`src/rtl/avalon_mm_read_burst_pkg.sv`:
```
// Shared types and default constants for the Avalon-MM read burst engine.
// The burst engine and its bench both import this package.
package avalon_mm_read_burst_pkg;

  typedef logic [31:0] triword;

  typedef enum logic [1:0] {
    IDLE  = 2'd0,
    ISSUE = 2'd1,
    DRAIN = 2'd2
  } rd_burst_state_t;

  localparam int DEF_MAX_OUTSTANDING = 4;
  localparam int DEF_FIFO_DEPTH      = 8;
  localparam int DEF_LEN_W           = 8;
  localparam int WORD_BYTES          = 4;

  function automatic triword word_align(input triword a);
    return {a[31:2], 2'b00};
  endfunction

  // Sequential word addresses wrap modulo 2^32.
  function automatic triword next_word(input triword a);
    return a + triword'(WORD_BYTES);
  endfunction

endpackage

```
`src/rtl/avalon_mm_read_burst_sync_fifo.sv`:
```
// Single-clock FIFO used as the response buffer of the read burst engine.
// Pushes when full and pops when empty are dropped so the pointers stay consistent.
module sync_fifo #(
  parameter  int WIDTH = 33,
  parameter  int DEPTH = 8,
  localparam int AW    = (DEPTH > 1) ? $clog2(DEPTH) : 1,
  localparam int CW    = $clog2(DEPTH) + 1
) (
  input  logic             clk,
  input  logic             rst_n,
  input  logic             push,
  input  logic [WIDTH-1:0] din,
  input  logic             pop,
  output logic [WIDTH-1:0] dout,
  output logic [CW-1:0]    count,
  output logic             empty
);

  logic [WIDTH-1:0] mem_q [DEPTH];
  logic [AW-1:0]    wr_ptr_q, wr_ptr_d;
  logic [AW-1:0]    rd_ptr_q, rd_ptr_d;
  logic [CW-1:0]    cnt_q, cnt_d;
  logic             do_push_s, do_pop_s;

  function automatic logic [AW-1:0] ptr_inc(input logic [AW-1:0] p);
    if (p == AW'(DEPTH - 1)) begin
      return {AW{1'b0}};
    end else begin
      return p + AW'(1);
    end
  endfunction

  // Next-state pointer and occupancy arithmetic.
  always_comb begin
    do_push_s = push && (cnt_q != CW'(DEPTH));
    do_pop_s  = pop && (cnt_q != {CW{1'b0}});
    wr_ptr_d  = do_push_s ? ptr_inc(wr_ptr_q) : wr_ptr_q;
    rd_ptr_d  = do_pop_s ? ptr_inc(rd_ptr_q) : rd_ptr_q;
    case ({do_push_s, do_pop_s})
      2'b10:   cnt_d = cnt_q + CW'(1);
      2'b01:   cnt_d = cnt_q - CW'(1);
      default: cnt_d = cnt_q;
    endcase
  end

  // Pointer and count registers.
  always_ff @(posedge clk or negedge rst_n) begin
    if (!rst_n) begin
      wr_ptr_q <= {AW{1'b0}};
      rd_ptr_q <= {AW{1'b0}};
      cnt_q    <= {CW{1'b0}};
    end else begin
      wr_ptr_q <= wr_ptr_d;
      rd_ptr_q <= rd_ptr_d;
      cnt_q    <= cnt_d;
    end
  end

  // Storage array carries no reset; emptiness is tracked by the count.
  always_ff @(posedge clk) begin
    if (do_push_s) begin
      mem_q[wr_ptr_q] <= din;
    end
  end

  assign dout  = mem_q[rd_ptr_q];
  assign count = cnt_q;
  assign empty = (cnt_q == {CW{1'b0}});

endmodule

```
`src/rtl/avalon_mm_read_burst.sv`:
```
// Avalon-MM pipelined read burst engine: turns {addr,len} commands into word reads,
// buffers responses under a credit scheme and streams them out with a last flag.
module avalon_mm_read_burst
  import avalon_mm_read_burst_pkg::*;
#(
  parameter int MAX_OUTSTANDING = DEF_MAX_OUTSTANDING,
  parameter int FIFO_DEPTH      = DEF_FIFO_DEPTH,
  parameter int LEN_W           = DEF_LEN_W
) (
  input  logic             clk,
  input  logic             rst_n,
  input  logic             cmd_valid,
  output logic             cmd_ready,
  input  triword           cmd_addr,
  input  logic [LEN_W-1:0] cmd_len,
  output logic [31:0]      address,
  output logic [3:0]       byteenable,
  output logic             read,
  input  logic [31:0]      agent_to_host,
  input  logic             waitrequest,
  input  logic             readdatavalid,
  output logic             out_valid,
  input  logic             out_ready,
  output logic [31:0]      out_data,
  output logic             out_last,
  output logic             busy
);

  localparam int OW = $clog2(MAX_OUTSTANDING) + 1;
  localparam int CW = $clog2(FIFO_DEPTH) + 1;

  rd_burst_state_t  state_q, state_d;
  triword           addr_q, addr_d;
  logic [LEN_W-1:0] len_q, len_d;
  logic [LEN_W-1:0] issued_q, issued_d;
  logic [LEN_W-1:0] recv_q, recv_d;
  logic [OW-1:0]    outst_q, outst_d;
  logic             read_q, read_d;
  logic [3:0]       be_q, be_d;
  logic             cmd_ready_q, cmd_ready_d;
  logic             busy_q, busy_d;

  logic             accept_s, resp_s, pop_s, take_s, credit_ok_s;
  logic [31:0]      occ_next_s;
  logic [CW-1:0]    fifo_cnt_s;
  logic             fifo_empty_s;
  logic [32:0]      fifo_din_s, fifo_dout_s;

  // Handshake decode for the Avalon side, the command port and the output stream.
  always_comb begin
    accept_s   = read_q && !waitrequest;
    resp_s     = readdatavalid && (outst_q != {OW{1'b0}});
    pop_s      = !fifo_empty_s && out_ready;
    take_s     = cmd_valid && cmd_ready_q && (state_q == IDLE);
    fifo_din_s = {(recv_q == (len_q - LEN_W'(1))), agent_to_host};
  end

  // Burst control: counters advance on accepts/responses, read is re-armed only within credit.
  always_comb begin
    state_d  = state_q;
    len_d    = len_q;
    addr_d   = accept_s ? next_word(addr_q) : addr_q;
    issued_d = issued_q + LEN_W'(accept_s);
    recv_d   = recv_q + LEN_W'(resp_s);
    outst_d  = outst_q + OW'(accept_s) - OW'(resp_s);
    read_d   = 1'b0;

    // Occupancy seen by a request issued next cycle: in flight plus buffered after this edge.
    occ_next_s  = 32'(outst_d) + 32'(fifo_cnt_s) + 32'(resp_s) - 32'(pop_s);
    credit_ok_s = (occ_next_s < 32'(FIFO_DEPTH)) && (32'(outst_d) < 32'(MAX_OUTSTANDING));

    case (state_q)
      IDLE: begin
        if (take_s && (cmd_len != {LEN_W{1'b0}})) begin
          addr_d   = word_align(cmd_addr);
          len_d    = cmd_len;
          issued_d = {LEN_W{1'b0}};
          recv_d   = {LEN_W{1'b0}};
          read_d   = 1'b1;
          state_d  = ISSUE;
        end else begin
          state_d  = IDLE;
        end
      end
      ISSUE: begin
        if (read_q && waitrequest) begin
          read_d = 1'b1;
        end else begin
          read_d = (issued_d < len_q) && credit_ok_s;
        end
        if (accept_s && (issued_d == len_q)) begin
          state_d = DRAIN;
        end else begin
          state_d = ISSUE;
        end
      end
      DRAIN: begin
        if (pop_s && fifo_dout_s[32] && (outst_q == {OW{1'b0}}) && (fifo_cnt_s == CW'(1))) begin
          state_d = IDLE;
        end else begin
          state_d = DRAIN;
        end
      end
      default: begin
        state_d = IDLE;
      end
    endcase

    be_d        = read_d ? 4'hF : 4'h0;
    cmd_ready_d = (state_d == IDLE);
    busy_d      = (state_d != IDLE);
  end

  // Control state and registered Avalon/command outputs.
  always_ff @(posedge clk or negedge rst_n) begin
    if (!rst_n) begin
      state_q     <= IDLE;
      addr_q      <= 32'h0000_0000;
      len_q       <= {LEN_W{1'b0}};
      issued_q    <= {LEN_W{1'b0}};
      recv_q      <= {LEN_W{1'b0}};
      outst_q     <= {OW{1'b0}};
      read_q      <= 1'b0;
      be_q        <= 4'h0;
      cmd_ready_q <= 1'b0;
      busy_q      <= 1'b0;
    end else begin
      state_q     <= state_d;
      addr_q      <= addr_d;
      len_q       <= len_d;
      issued_q    <= issued_d;
      recv_q      <= recv_d;
      outst_q     <= outst_d;
      read_q      <= read_d;
      be_q        <= be_d;
      cmd_ready_q <= cmd_ready_d;
      busy_q      <= busy_d;
    end
  end

  sync_fifo #(
    .WIDTH (33),
    .DEPTH (FIFO_DEPTH)
  ) u_resp_fifo (
    .clk   (clk),
    .rst_n (rst_n),
    .push  (resp_s),
    .din   (fifo_din_s),
    .pop   (pop_s),
    .dout  (fifo_dout_s),
    .count (fifo_cnt_s),
    .empty (fifo_empty_s)
  );

  assign address    = addr_q;
  assign byteenable = be_q;
  assign read       = read_q;
  assign cmd_ready  = cmd_ready_q;
  assign busy       = busy_q;
  assign out_valid  = !fifo_empty_s;
  assign out_data   = fifo_empty_s ? 32'h0000_0000 : fifo_dout_s[31:0];
  assign out_last   = !fifo_empty_s && fifo_dout_s[32];

endmodule
```
`config.mk`:
```
export PLATFORM = sky130hd
export DESIGN_NAME = avalon_mm_read_burst
export DESIGN_NICKNAME = d
export VERILOG_FILES = /design/src/rtl/avalon_mm_read_burst_pkg.sv /design/src/rtl/avalon_mm_read_burst_sync_fifo.sv /design/src/rtl/avalon_mm_read_burst.sv
export SDC_FILE = /design/constraint.sdc
export NUM_CORES = 1
export LEC_CHECK = 0
export CAP_MARGIN = 20
export CORE_ASPECT_RATIO = 2
export CORE_MARGIN = 8
export CORE_UTILIZATION = 31
export DETAILED_ROUTE_END_ITERATION = 8
export PLACE_DENSITY = 0.52
export SYNTH_ARGS = -nofsm -noshare
export SYNTH_HDL_FRONTEND = slang
export SYNTH_SLANG_ARGS = --single-unit
```
`constraint.sdc`:
```
create_clock -name clk -period 5.1 [get_ports clk]
set_input_delay 1.02 -clock clk [delete_from_list [all_inputs] [get_ports clk]]
set_output_delay 1.02 -clock clk [all_outputs]
set_load 0.01 [all_outputs]
```
# After elaboration in Yosys (flattened, before gate mapping)
# Memories as Yosys holds them, arrays and structs flattened.
# Cells that the tools add are included.
[word_totals] memories=1 latchBits=0 input_bits=78 ff_bits=78 rom_bits=0 ram_bits=264 elab_cells=89
[classes] shifts=0 bitwise=0 add_sub_neg=13 magnitude_cmp=3 n_mux=21 n_reduce_logical=28 eq_ne=10 mul=0 n_div=0
[mem_list] memory="u_resp_fifo.mem_q" words=8 width=33 read_ports=1 rd_clocked_by_memory_dff=0 write_ports=1 line_no="avalon_mm_read_burst_sync_fifo.sv:19" source="logic [WIDTH-1:0] mem_q [DEPTH];"
[ops] operator="32-bit two-way mux" count=4
[ops] operator="32-bit by 3-bit adder with 32-bit output (second input constant)" count=1
[ops] operator="32-bit by 4-bit less-than comparator with 1-bit output (second input constant)" count=1
[ops] operator="8-bit two-way mux" count=4
[ops] operator="8-bit by 1-bit adder with 8-bit output" count=2
[ops] operator="8-bit equality test" count=2
[ops] operator="1-bit logical AND" count=16
[ops] operator="8-bit less-than comparator" count=1
[ops] operator="4-bit case mux with 2 select lines" count=1
[ops] operator="8-bit nonzero test" count=1
[ops] operator="8-bit by 1-bit subtractor with 8-bit output (second input constant)" count=1
[ops] operator="6-bit by 1-bit subtractor with 7-bit output" count=1
[ops] operator="3-bit by 1-bit adder with 3-bit output (second input constant)" count=2
[ops] operator="5-bit by 1-bit adder with 6-bit output" count=1
[ops] operator="3-bit equality test (second input constant)" count=2
[ops] operator="3-bit two-way mux" count=2
[ops] operator="2-bit case mux with 3 select lines" count=1
[ops] operator="3-bit by 4-bit adder with 5-bit output" count=1
[ops] operator="1-bit two-way mux" count=5
[ops] operator="4-bit by 1-bit adder with 4-bit output (second input constant)" count=1
[ops] operator="2-bit by 1-bit equality test with 1-bit output (second input constant)" count=2
[ops] operator="2-bit equality test (second input constant)" count=2
[ops] operator="4-bit by 1-bit equality test with 1-bit output (second input constant)" count=1
[ops] operator="2-bit logical NOT" count=2
[ops] operator="other kinds (15)" count=18

# Longest topological paths before layout
[depth] word_depth=13 mapped_depth=18 ltp_nobuf=17

# By module
# A second synthesis with hierarchy kept.
[unflattened] hier_cells=899 hier_area_um2=14641.5
[modules_own_cells] module="sync_fifo" n_inst=1 area_each_um2=10670.2 cells_each=451
[modules_own_cells] module="avalon_mm_read_burst" n_inst=1 area_each_um2=3971.3 cells_each=448

# Worst setup path after synthesis
# Ideal clock, no wire load.
[synth_timing] path_kind="input to register" from="input port readdatavalid" to="memory u_resp_fifo.mem_q[0][0] (enable)" path_buffers=0 t_arrival_ns=3.957 path_slack_ns=0.679 cell_stages=4 cell_sequence="o31ai_1 -> a31o_2 -> or2_2 -> nor3_1"
[synth_via] elab_chain_cells=4
[synth_lines] element="start: declaration" line_no="avalon_mm_read_burst.sv:21" source="input logic readdatavalid,"
[synth_lines] element="1-bit logical AND" line_no="avalon_mm_read_burst.sv:52" source="resp_s = readdatavalid && (outst_q != {OW{1'b0}});"
[synth_lines] element="1-bit logical AND" line_no="avalon_mm_read_burst_sync_fifo.sv:35" source="do_push_s = push && (cnt_q != CW'(DEPTH));"
[synth_lines] element="1-bit two-way mux" line_no="avalon_mm_read_burst_sync_fifo.sv:61" source="if (do_push_s) begin"
[synth_lines] element="1-bit two-way mux (implied by the code)" line_no="avalon_mm_read_burst_sync_fifo.sv:62" source="mem_q[wr_ptr_q] <= din;"
[synth_lines] element="end: declaration" line_no="avalon_mm_read_burst_sync_fifo.sv:19"
# No other way between the ends.

# Final worst setup path
[layout_timing] from="input port readdatavalid" to="register be_q[2], in the netlist byteenable[2]"
[layout_via] elab_chain_cells=11 word_cells_on_any_way=12 cone_classes="add/sub (4); order compare (2); mux (3); reduce/logical (3)"
[layout_lines] element="1-bit logical AND (*)" line_no="avalon_mm_read_burst.sv:52"
[layout_lines] element="3-bit by 1-bit subtractor with 3-bit output (*)" line_no="avalon_mm_read_burst.sv:65" source="outst_d = outst_q + OW'(accept_s) - OW'(resp_s);"
[layout_lines] element="via outst_d[2]" line_no="avalon_mm_read_burst.sv:37" source="logic [OW-1:0] outst_q, outst_d;"
[layout_lines] element="3-bit by 4-bit adder with 5-bit output" line_no="avalon_mm_read_burst.sv:69" source="occ_next_s = 32'(outst_d) + 32'(fifo_cnt_s) + 32'(resp_s) - 32'(pop_s);"
[layout_lines] element="5-bit by 1-bit adder with 6-bit output" line_no="avalon_mm_read_burst.sv:69"
[layout_lines] element="6-bit by 1-bit subtractor with 7-bit output" line_no="avalon_mm_read_burst.sv:69"
[layout_lines] element="32-bit by 4-bit less-than comparator with 1-bit output" line_no="avalon_mm_read_burst.sv:70" source="credit_ok_s = (occ_next_s < 32'(FIFO_DEPTH)) && (32'(outst_d) < 32'(MAX_OUTSTANDING));"
[layout_lines] element="1-bit logical AND (*)" line_no="avalon_mm_read_burst.sv:70"
[layout_lines] element="1-bit logical AND (*)" line_no="avalon_mm_read_burst.sv:89" source="read_d = (issued_d < len_q) && credit_ok_s;"
[layout_lines] element="1-bit two-way mux (*)" line_no="avalon_mm_read_burst.sv:86" source="if (read_q && waitrequest) begin"
[layout_lines] element="1-bit case mux with 2 select lines (*)" line_no="avalon_mm_read_burst.sv:72" source="case (state_q)"
[layout_lines] element="via read_d" line_no="avalon_mm_read_burst.sv:38" source="logic read_q, read_d;"
[layout_lines] element="4-bit two-way mux (*)" line_no="avalon_mm_read_burst.sv:109" source="be_d = read_d ? 4'hF : 4'h0;"
[layout_lines] element="end signal: assignment" line_no="avalon_mm_read_burst.sv:124" source="be_q <= 4'h0;"
[layout_lines] element="end signal: assignment" line_no="avalon_mm_read_burst.sv:135" source="be_q <= be_d;"
[layout_lines] element="end: declaration" line_no="avalon_mm_read_burst.sv:39" source="logic [3:0] be_q, be_d;"
# The timed path passes the listed nets; every way through them passes the cells marked *.
# A chain may end at the register's enable or synchronous reset.

==> results.tsv <==
metric	value	unit
core_area	0.0464	mm^2
port-buffer-count	146	
vias_per_cell	4.74	
drive_gt1_share	15.7	%
arrival	4.79	ns
grt_overflow	0	
synth_top_cell_area_share	54.7	%
track_usage	12.2	%
fin_crit_sh	84.5	%
cts_sinks	336	
ant_nets	0	
final.setup_skew	0.0129	ns
ys_top_cells_by_area	edfxtp_1, dfrtp_1, mux4_2	
grt_antenna_before_repair	4	
grt_use_met2	21.1	%
avgSynthCellArea	16.0	um^2
hpwl	21300	um
place_ws	0.138	ns
drc_errors	0	
wire_per_inst	19.4	um
die_y	322	um
cp_max_fo	4	
final_cells	1715	
cts_resized	0	
holdBufCountCts	0	
min_period	4.31	ns
max_freq	232	MHz
p_total	9.97	mW
postPlaceCellArea	0.0168	mm^2
hp-class	primary input to async pin	
grt_pass1_wl	51800	um
synth_edf_count	264	
worst_slew_pin_slew	0.944	ns
tritoncts	yes	
areaGrowthSynthToFinish	22.8	%
finalNetCount	1174	
status	complete, no violations	
p_leak	6.23	nW
finalWeightedCongestion	0.787	
critPathCaptureType	flop	
grt_busiest_layer	met2	
fin_ws	0.788	ns
synth.yosys.warnings	0	
placed_cells	1656	
dr.pass1.iters	4	
finalHoldViolations	0	
power_per_cell_area	560	mW/mm^2
hold_slack	0.478	ns
synthArstFlopShare	21.4	%
max-cap-violations	0	
drt_iter0_drc	387	
initial_core_util	31.3	%
synth_area	0.0145	mm^2
drt_wl_total	33300	um
design_area	0.0178	mm^2
grt_max_degree	41	
ir_drop	0.342	mV
ys_seq_area_share	67.1	%
num_rows	112	
use_met3	2.58	%
maxSlewHeadroom	36.5	%
syn-instance-count	904	
finalMaxSlewViolations	0	
synth-seq-cells	336	
fin_tns_setup	0	ns
rsz0062_at_grt	false	
path_class	primary input to flop	
dieArea	0.0544	mm^2
synth_cell_types	60	
io_pins	151	
cts_made_buffers	31	
vias	8136	
grt_pass1_vias	8803	
dieWidth	169	um
use_met1	15.5	%
worstPathRequired	5.57	ns
cts_max_path_buffers	3	
setup_viol	0	
fin_util	38.4	%
setup.worst_path.start_class	primary input	
yosysTopAreaCell	edfxtp_1	
cts_max_level	1	
clk_latency	0.58	ns
cts_setup_buffers	0	
cts_root_buffer	clkbuf_16	
synth_ff_type	edfxtp_1	
path_clk_slew	0.07	ns
-- sequential cells by signal, summed over array words and instances (netlist names) --
register,cells
address,30
busy,1
byteenable,1
cmd_ready,1
issued_q,8
len_q,8
outst_q,3
recv_q,8
state_q,2
u_resp_fifo.count,4
u_resp_fifo.mem_q,264
u_resp_fifo.rd_ptr_q,3
u_resp_fifo.wr_ptr_q,3
-- synth_stat cells (all sizes together), types with 2 or more instances --
cell / instances
ha: 33
a21oi: 6
inv: 32
nand2: 68
o311ai: 2
a31o: 2
a21o: 3
dfrtp: 72
nand2b: 6
mux4: 66
and2: 11
nor2b: 3
nand3: 16
nor3: 11
edfxtp: 264
nor4: 15
and3: 11
buf: 35
and4: 4
o21ai: 41
mux2i: 34
clkbuf: 10
xor2: 19
nand3b: 2
a31oi: 5
nand4: 15
a21bo: 2
xnor2: 35
nor2: 62
-- power by group --
part | internal, mW | total, mW | switching, mW
Sequential | 3.50 | 3.98 | 0.478
Clock | 1.27 | 2.30 | 1.02
Combinational | 1.89 | 3.69 | 1.80
Total | 6.66 | 9.97 | 3.30
-- path summary, 6_finish.rpt --
path	from	to	slack (ns)	depth (start not counted)
max	readdatavalid	byteenable[2]	0.79	18
min	rst_n	address[17]	0.48	1
max reg2reg	outst_q[0]	byteenable[2]	0.99	17
min reg2reg	u_resp_fifo.count[1]	u_resp_fifo.count[1]	0.52	2
max in group asynchronous	rst_n	u_resp_fifo.rd_ptr_q[0]	3.79	2
min in group clk	u_resp_fifo.count[1]	u_resp_fifo.count[1]	0.52	2
-- final cells by class --
cell class / count / area, um^2
Clock inverter: 20 / 199
Sequential cell: 336 / 9740
Timing Repair Buffer: 169 / 1690
Fill cell: 4283 / 28600
Tap cell: 627 / 785
Clock buffer: 37 / 798
Antenna cell: 2 / 5.00
Inverter: 32 / 120
Multi-Input combinational cell: 492 / 4480
-- layer usage --
layer | part of all wire (%) | vias to the layer above
met3 | 5.9 | 44
met1 | 43 | 4149
met2 | 49 | 186
met5 | 0.081 | -
met4 | 1.7 | 4
li1 | - | 3753
-- placed cells by master, fill, tap and decap left out, drive strengths merged, types with 3 or more instances in the layout --
master,n
edfxtp,264
clkdlybuf4s50,145
dfrtp,72
nand2,68
mux4,66
nor2,62
o21ai,41
clkbuf,37
xnor2,35
mux2i,34
ha,33
inv,33
buf,24
xor2,19
nand3,16
nand4,15
nor4,15
and2,11
and3,11
nor3,11
clkinv,11
a21oi,6
nand2b,6
a31oi,5
clkinvlp,5
and4,4
nor2b,3
a21o,3
bufinv,3
-- critical path, stage by stage --
cell and delay, ns:
clkdlybuf4s50_1 0.46, o31ai_1 0.17, inv_1 0.13, ha_1 0.31, inv_1 0.04, ha_1 0.18, fa_1 0.38, xnor2_1 0.15
xnor2_1 0.23, inv_1 0.08, ha_1 0.28, inv_1 0.04, ha_1 0.28, nand2_1 0.05, o21ai_0 0.37, nand2_1 0.09
a221o_1 0.31, o311ai_2 0.21
-- cells by family after synthesis --
| kind of cell | after synthesis | synth area share [%] |
|---|---|---|
| and+or+nand+nor | 229 | 8.25 |
| muxes | 101 | 12.7 |
| AOI/OAI and AO/OA | 72 | 3.17 |
| buffers and inverters | 77 | 2.57 |
| DFF | 336 | 67.1 |
| xor gates and xnor gates | 54 | 3.26 |
| other | 1 | 0.0259 |
| adders and majority gates | 34 | 2.98 |
Power figures use the tool's default switching activity.
